File: src/rtl/digit_scan_if.sv
// Scan control bundle between the digit-scan sequencer and whatever drives it.
interface digit_scan_if;
    logic       run;
    logic [3:0] mask;
    logic [1:0] sel;
    logic       en;
    logic       tick;

    modport master (output run, mask, input sel, en, tick);
    modport slave  (input run, mask, output sel, en, tick);
endinterface

File: src/rtl/digit_scan_ctrl.sv
// Digit scan sequencer: time-slotted SEL/EN/TICK for a 2-to-4 digit decoder.
// Define SCAN_SKIP_EN to skip masked digits instead of giving them a dark slot.
//
// state   | meaning
// IDLE    | not scanning, all outputs low
// BLANK   | anti-ghosting window at the start of a slot, EN low
// DRIVE   | remainder of the slot, EN follows the latched mask bit
module digit_scan_ctrl #(
    parameter int DIV        = 8,
    parameter int BLANK      = 2,
    parameter int NUM_DIGITS = 4
) (
    input  logic         i_clk,
    input  logic         i_rst,
    digit_scan_if.slave  io_scan
);

    localparam int             CW         = (DIV > 1) ? $clog2(DIV) : 1;
    localparam logic [CW-1:0]  CNT_LAST   = CW'(DIV - 1);
    localparam logic [CW-1:0]  BLANK_LAST = CW'((BLANK > 0) ? BLANK - 1 : 0);
    localparam logic [1:0]     SEL_LAST   = 2'(NUM_DIGITS - 1);

    typedef enum logic [1:0] {S_IDLE, S_BLANK, S_DRIVE} state_t;

    state_t         r_state;
    logic [CW-1:0]  r_cnt;
    logic [1:0]     r_sel;
    logic           r_en;
    logic           r_tick;
    logic [3:0]     r_mask_q;

    state_t         w_state_nxt;
    logic           w_slot_start;
    logic [1:0]     w_sel_slot;
    logic [CW-1:0]  w_cnt_nxt;
    logic [1:0]     w_sel_nxt;
    logic           w_en_nxt;
    logic           w_tick_nxt;
    logic [3:0]     w_mask_nxt;

    always_ff @(posedge i_clk) begin
        if (i_rst) begin
            r_state  <= S_IDLE;
            r_cnt    <= '0;
            r_sel    <= 2'd0;
            r_en     <= 1'b0;
            r_tick   <= 1'b0;
            r_mask_q <= 4'd0;
        end else begin
            r_state  <= w_state_nxt;
            r_cnt    <= w_cnt_nxt;
            r_sel    <= w_sel_nxt;
            r_en     <= w_en_nxt;
            r_tick   <= w_tick_nxt;
            r_mask_q <= w_mask_nxt;
        end
    end

    always_comb begin
        w_state_nxt  = r_state;
        w_slot_start = 1'b0;
        if (!io_scan.run) begin
            w_state_nxt = S_IDLE;
        end else begin
            case (r_state)
                S_IDLE:  w_slot_start = 1'b1;
                S_BLANK: if (r_cnt == BLANK_LAST) w_state_nxt = S_DRIVE;
                S_DRIVE: if (r_cnt == CNT_LAST) w_slot_start = 1'b1;
                default: w_state_nxt = S_IDLE;
            endcase
            if (w_slot_start) w_state_nxt = (BLANK > 0) ? S_BLANK : S_DRIVE;
        end
    end

`ifdef SCAN_SKIP_EN
    localparam logic [3:0] DIGIT_MASK = 4'((1 << NUM_DIGITS) - 1);
    logic [3:0] w_mask_eff;
    assign w_mask_eff = io_scan.mask & DIGIT_MASK;

    // Search starts one past the current digit; from IDLE, starting past the
    // last digit makes the lowest unmasked digit win.
    always_comb begin : p_sel_skip
        logic [1:0] w_cand;
        logic       w_found;
        w_cand     = (r_state == S_IDLE) ? SEL_LAST : r_sel;
        w_found    = 1'b0;
        w_sel_slot = (r_state == S_IDLE) ? 2'd0 : r_sel;
        for (int k = 0; k < NUM_DIGITS; k++) begin
            w_cand = (w_cand == SEL_LAST) ? 2'd0 : w_cand + 2'd1;
            if (!w_found && w_mask_eff[w_cand]) begin
                w_found    = 1'b1;
                w_sel_slot = w_cand;
            end
        end
    end
`else
    assign w_sel_slot = (r_state == S_IDLE || r_sel == SEL_LAST) ? 2'd0 : r_sel + 2'd1;
`endif

    always_comb begin
        w_cnt_nxt  = r_cnt + 1'b1;
        w_sel_nxt  = r_sel;
        w_tick_nxt = 1'b0;
        w_mask_nxt = r_mask_q;
        w_en_nxt   = 1'b0;
        if (w_state_nxt == S_IDLE) begin
            w_cnt_nxt  = '0;
            w_sel_nxt  = 2'd0;
            w_mask_nxt = 4'd0;
        end else if (w_slot_start) begin
            w_cnt_nxt  = '0;
            w_sel_nxt  = w_sel_slot;
            w_tick_nxt = 1'b1;
            w_mask_nxt = io_scan.mask;
            w_en_nxt   = (w_state_nxt == S_DRIVE) && io_scan.mask[w_sel_slot];
        end else begin
            w_en_nxt   = (w_state_nxt == S_DRIVE) && r_mask_q[r_sel];
        end
    end

    assign io_scan.sel  = r_sel;
    assign io_scan.en   = r_en;
    assign io_scan.tick = r_tick;

endmodule
File: src/flat_wrapper.sv
// flat-port wrapper written by rule: the top's interface ports become plain ports
module digit_scan_ctrl_flat 
#(
    parameter int DIV        = 8,
    parameter int BLANK      = 2,
    parameter int NUM_DIGITS = 4
)
  (i_clk, i_rst, io_scan_run, io_scan_mask, io_scan_sel, io_scan_en, io_scan_tick);
  digit_scan_if io_scan_i ();
  input  logic i_clk;
  input  logic i_rst;
  input wire logic [$bits(io_scan_i.run)-1:0] io_scan_run;
  input wire logic [$bits(io_scan_i.mask)-1:0] io_scan_mask;
  output wire logic [$bits(io_scan_i.sel)-1:0] io_scan_sel;
  output wire logic [$bits(io_scan_i.en)-1:0] io_scan_en;
  output wire logic [$bits(io_scan_i.tick)-1:0] io_scan_tick;
  assign io_scan_i.run = io_scan_run;
  assign io_scan_i.mask = io_scan_mask;
  assign io_scan_sel = io_scan_i.sel;
  assign io_scan_en = io_scan_i.en;
  assign io_scan_tick = io_scan_i.tick;
  digit_scan_ctrl #(.DIV(DIV), .BLANK(BLANK), .NUM_DIGITS(NUM_DIGITS)) u_core (.i_clk(i_clk), .i_rst(i_rst), .io_scan(io_scan_i));
endmodule
File: config.mk
export PLATFORM = sky130hd
export DESIGN_NAME = digit_scan_ctrl_flat
export DESIGN_NICKNAME = d
export VERILOG_FILES = /design/src/rtl/digit_scan_if.sv /design/src/rtl/digit_scan_ctrl.sv /design/src/flat_wrapper.sv
export SDC_FILE = /design/constraint.sdc
export NUM_CORES = 1
export LEC_CHECK = 0
export ABC_AREA = 0
export CAP_MARGIN = 10
export CORE_ASPECT_RATIO = 0.75
export CORE_UTILIZATION = 30
export DETAILED_ROUTE_END_ITERATION = 10
export GPL_TIMING_DRIVEN = 0
export HOLD_SLACK_MARGIN = 0.1
export PLACE_DENSITY_LB_ADDON = 0.2
export SYNTH_ARGS = -nofsm -noshare
export SYNTH_HDL_FRONTEND = slang
export SYNTH_SLANG_ARGS = --single-unit
export TNS_END_PERCENT = 100
File: constraint.sdc
create_clock -name i_clk -period 1.84 [get_ports i_clk]
set_input_delay 0.276 -clock i_clk [delete_from_list [all_inputs] [get_ports i_clk]]
set_output_delay 0.276 -clock i_clk [all_outputs]
set_load 0.005 [all_outputs]
==> impl.org <==
** Run status
- The flow ran to the end, and the final reports show no timing, DRC or antenna violations.

** Cells and area
- Final #Nets :: 70
- Core Util, Final :: 0.437
- Leaving out fill and tap cells, the most frequent cell in the layout is sky130_fd_sc_hd__dfxtp_1.
- Proportion of layout cells with a drive suffix above 1 :: 0.103
- Top library cells by usage in the layout, fill and taps aside :: sky130_fd_sc_hd__dfxtp_1, sky130_fd_sc_hd__clkdlybuf4s50_1, sky130_fd_sc_hd__a22o_1
- Number of antenna diodes :: 0
- Synthesis-to-finish area growth :: 28.8%

** Die
- Initial core utilization :: 0.339
- Count of standard-cell rows :: 12
- Area of the core region :: between 1500 and 2000 sq um
- Height of the die :: between 30 and 40 um
- Pin placement for this block handled 11 I/O pins.
- Overall die width :: 50.5 um
- The die covers roughly 1900 sq um.

** Clocking
- The later pin in the worst-skew pair is clocked with a latency of ~0.27 ns.
- The number of gates resized after CTS was 0.
- Clock tree from TritonCTS :: done
- The tree is rooted in a sky130_fd_sc_hd__clkbuf_4.
- Depth of the CTS H-tree :: 1
- The clock passes through at most 2 buffers.
- Counting the buffers created by CTS gives 3.
- Number of clock sinks :: 13
- Clock transition at the registers of the reported paths :: ~0.070 ns
- After clock tree synthesis, the flow added hold-fix buffers numbering 0.
- Number of buffers inserted to repair setup after CTS :: 0

** Detailed routing
- Before antenna repair, the detailed router went through 3 iterations.
- Once detail routing completed, the nets flagged for antenna violations numbered 0.
- Detailed routing inserted a total of 360 vias.
- After detailed routing, the average wire length per cell comes to between 10 and 15 um.
- The first routing iteration left 4 violations.
- Using the TritonRoute via totals, the vias-per-cell ratio works out to around 4.6.
- Post-route DRC violation count :: 0
- Post-detailed-routing wire length :: 858 um

** Pwr
- Sequential power share :: 0.590
- Maximum vdd drop :: 0.348 mV
- Overall power consumption after layout is estimated at roughly 500 uW.
- Internal power comes to 394 uW.
- Of the total power, the share spent switching nets is 0.207.
- Of the total power, combinational logic draws 0.069.
- Net switching power figure :: 103 uW
- For this design the static power due to leakage is between 0.2 and 0.3 nW.
- Pwr/cell area :: between 700 and 800 nW/um^2
- Of the total power, the clock network draws 0.342.

** Logic synthesis
- Seq/Total Area, Yosys :: 0.492
- The mapped netlist covers roughly 530 sq um.
- Seq cells post-synth :: 13
- Dominant combinational cell family by area after synthesis :: simple AND/OR/NAND/NOR gates
- Of the total synthesized cell area, the portion taken by full adders, half adders and majority gates is 0.0946.
- Counting every instance in the synthesized netlist gives between 40 and 50.
- Mux contribution to synthesized area :: 0.0426
- Of the total synthesized cell area, the portion taken by AND, OR, NAND and NOR gates is 0.206.
- Number of distinct standard cells referenced by the synthesized netlist :: 19
- Counting every net in the synthesized netlist gives 55.
- The compound-gate portion of the synthesized area is 0.142.
- Of the total synthesized cell area, the portion taken by XOR and XNOR cells is 0.0165.
- For this run, the number of Yosys warnings is 0.
- Post-Syn Area per Cell :: ~12 sq um

** Global route
- Global-route wire length before repair :: between 1 and 1.5 mm
- Initial antenna violation count :: 0
- Overall overflow remaining after global route :: 0
- Maximum number of pins on one net before global-route repair :: 10
- In the global route stage, overall resource usage came out at 0.113.
- The via count of the first global-routing pass was between 300 and 400.

** Timing
- At the pin with the least slew margin, the transition time is roughly 0.56 ns.
- Post-Route Setup TNS :: 0 ns
- The count of endpoints failing hold in the final timing report was 0.
- Top achievable clock speed :: slightly below 600 MHz
- Dividing the final minimum period by the clock period gives 0.913.
- Final Skew :: 0.00481 ns
- Minimum clock period after layout :: roughly 1.7 ns
- Final setup vio count :: 0
- RSZ-0062 raised after global routing :: false
- Headroom to the max-slew limit came out at 0.626.
- Final Max Tran Viols :: 0

** Setup path
- In this run the worst path has a maximum fanout of 9.
- Data on the critical path arrives at its endpoint at about 1.9 ns.
- The worst setup path is launched from a register.
- STA puts the critical path data required time at ~2.1 ns.
- Type of destination of the critical path :: register
- Startpoint-to-endpoint class of the critical path :: register to register

** Run
- Across the run, the number of max-cap violations was 0.

** Place
- Detailed placement ended at an HPWL of 646 um.
- In this run the tool buffered the top-level ports with 10 buffer cells.
- The congestion estimate from routability-driven global placement came to slightly above 0.7.

** Hold path
- HP Class :: register to register
per-layer routing:
metal	vias to the layer above	track usage	share of wire	wire length, um
li1	187	-	-	-
met1	164	0.143	0.55	470
met2	9	0.153	0.39	334
met3	0	0.0833	0.061	52
met4	0	0.0208	0	0
met5	-	0	0	0
final timing paths:
path	slack (ns)	depth (start not counted)	startpoint	to
setup reg to reg	0.16	5	u_core.r_cnt[0]	u_core.r_mask_q[3]
setup / recovery	0.16	5	u_core.r_cnt[0]	u_core.r_mask_q[3]
hold reg to reg	0.48	1	u_core.r_mask_q[0]	u_core.r_mask_q[0]
hold / removal	0.48	1	u_core.r_mask_q[0]	u_core.r_mask_q[0]
state kept, by name, indices dropped and copies added (netlist names):
| register | count |
|---|---|
| u_core.io_scan.tick | 1 |
| u_core.r_cnt | 3 |
| u_core.io_scan.sel | 2 |
| u_core.r_state | 2 |
| u_core.io_scan.en | 1 |
| u_core.r_mask_q | 4 |
cell families (layout without fill, tap and decap cells):
kind of cell	after synthesis	in the layout
AO/OA/AOI/OAI	8	8
XOR/XNOR	1	1
adder cells (fa/ha/maj)	4	4
buffers and inverters	1	15
flip-flops	13	13
multiplexers	1	1
AND/OR/NAND/NOR	16	16
final cells by class:
| class | count | area, sq um |
|---|---|---|
| multi-input combinational | 30 | 265 |
| inverter | 1 | 3.75 |
| tap | 21 | 26.3 |
| sequential | 13 | 260 |
| fill | 160 | 880 |
| clock buffer | 4 | 26.3 |
| timing repair buffer | 10 | 100 |
stage by stage:
step	cells	hold slack (ns)	area [sq um]	setup slack, ns
finish	79	0.482	682	0.159
CTS	79	0.484	682	0.154
floorplan	44	0.402	529	0.324
global route	79	0.496	682	0.0787
global placement	75	0.463	656	0.123
detailed placement	75	0.460	656	0.151
cells in the mapped netlist, drive strengths merged:
library cell   n  area share
and3b          1       0.017
nand2b         3       0.035
xnor2          1       0.017
a32o           1       0.019
and2           2       0.024
and2b          2       0.028
nor2b          2       0.024
nor4b          1       0.017
nor3b          1       0.014
ha             4       0.095
mux4           1       0.043
dfxtp         13        0.49
o21ai          1      0.0094
a21oi          1       0.031
a22o           5       0.083
nor2           1      0.0071
inv            1      0.0071
or3b           1       0.021
nor3           2       0.019
critical path, stage by stage (launching register included):
cell	delay [ns]
sky130_fd_sc_hd__dfxtp_1	0.33
sky130_fd_sc_hd__ha_1	0.20
sky130_fd_sc_hd__ha_1	0.23
sky130_fd_sc_hd__or3b_4	0.39
sky130_fd_sc_hd__a21oi_4	0.28
sky130_fd_sc_hd__a22o_1	0.19
power by group through the flow:
| stage | combinational [mW] | sequential (mW) | clock [mW] |
|---|---|---|---|
| 5_1_grt | 0.0374 | 0.293 | 0.190 |
| 6_report | 0.0340 | 0.293 | 0.170 |
| 2_1_floorplan | 0.0156 | 0.298 | 0 |
| 3_5_place_dp | 0.0341 | 0.299 | 0 |
| 3_3_place_gp | 0.0343 | 0.299 | 0 |
| 4_1_cts | 0.0344 | 0.293 | 0.178 |
(Power assumes the default switching activity.)
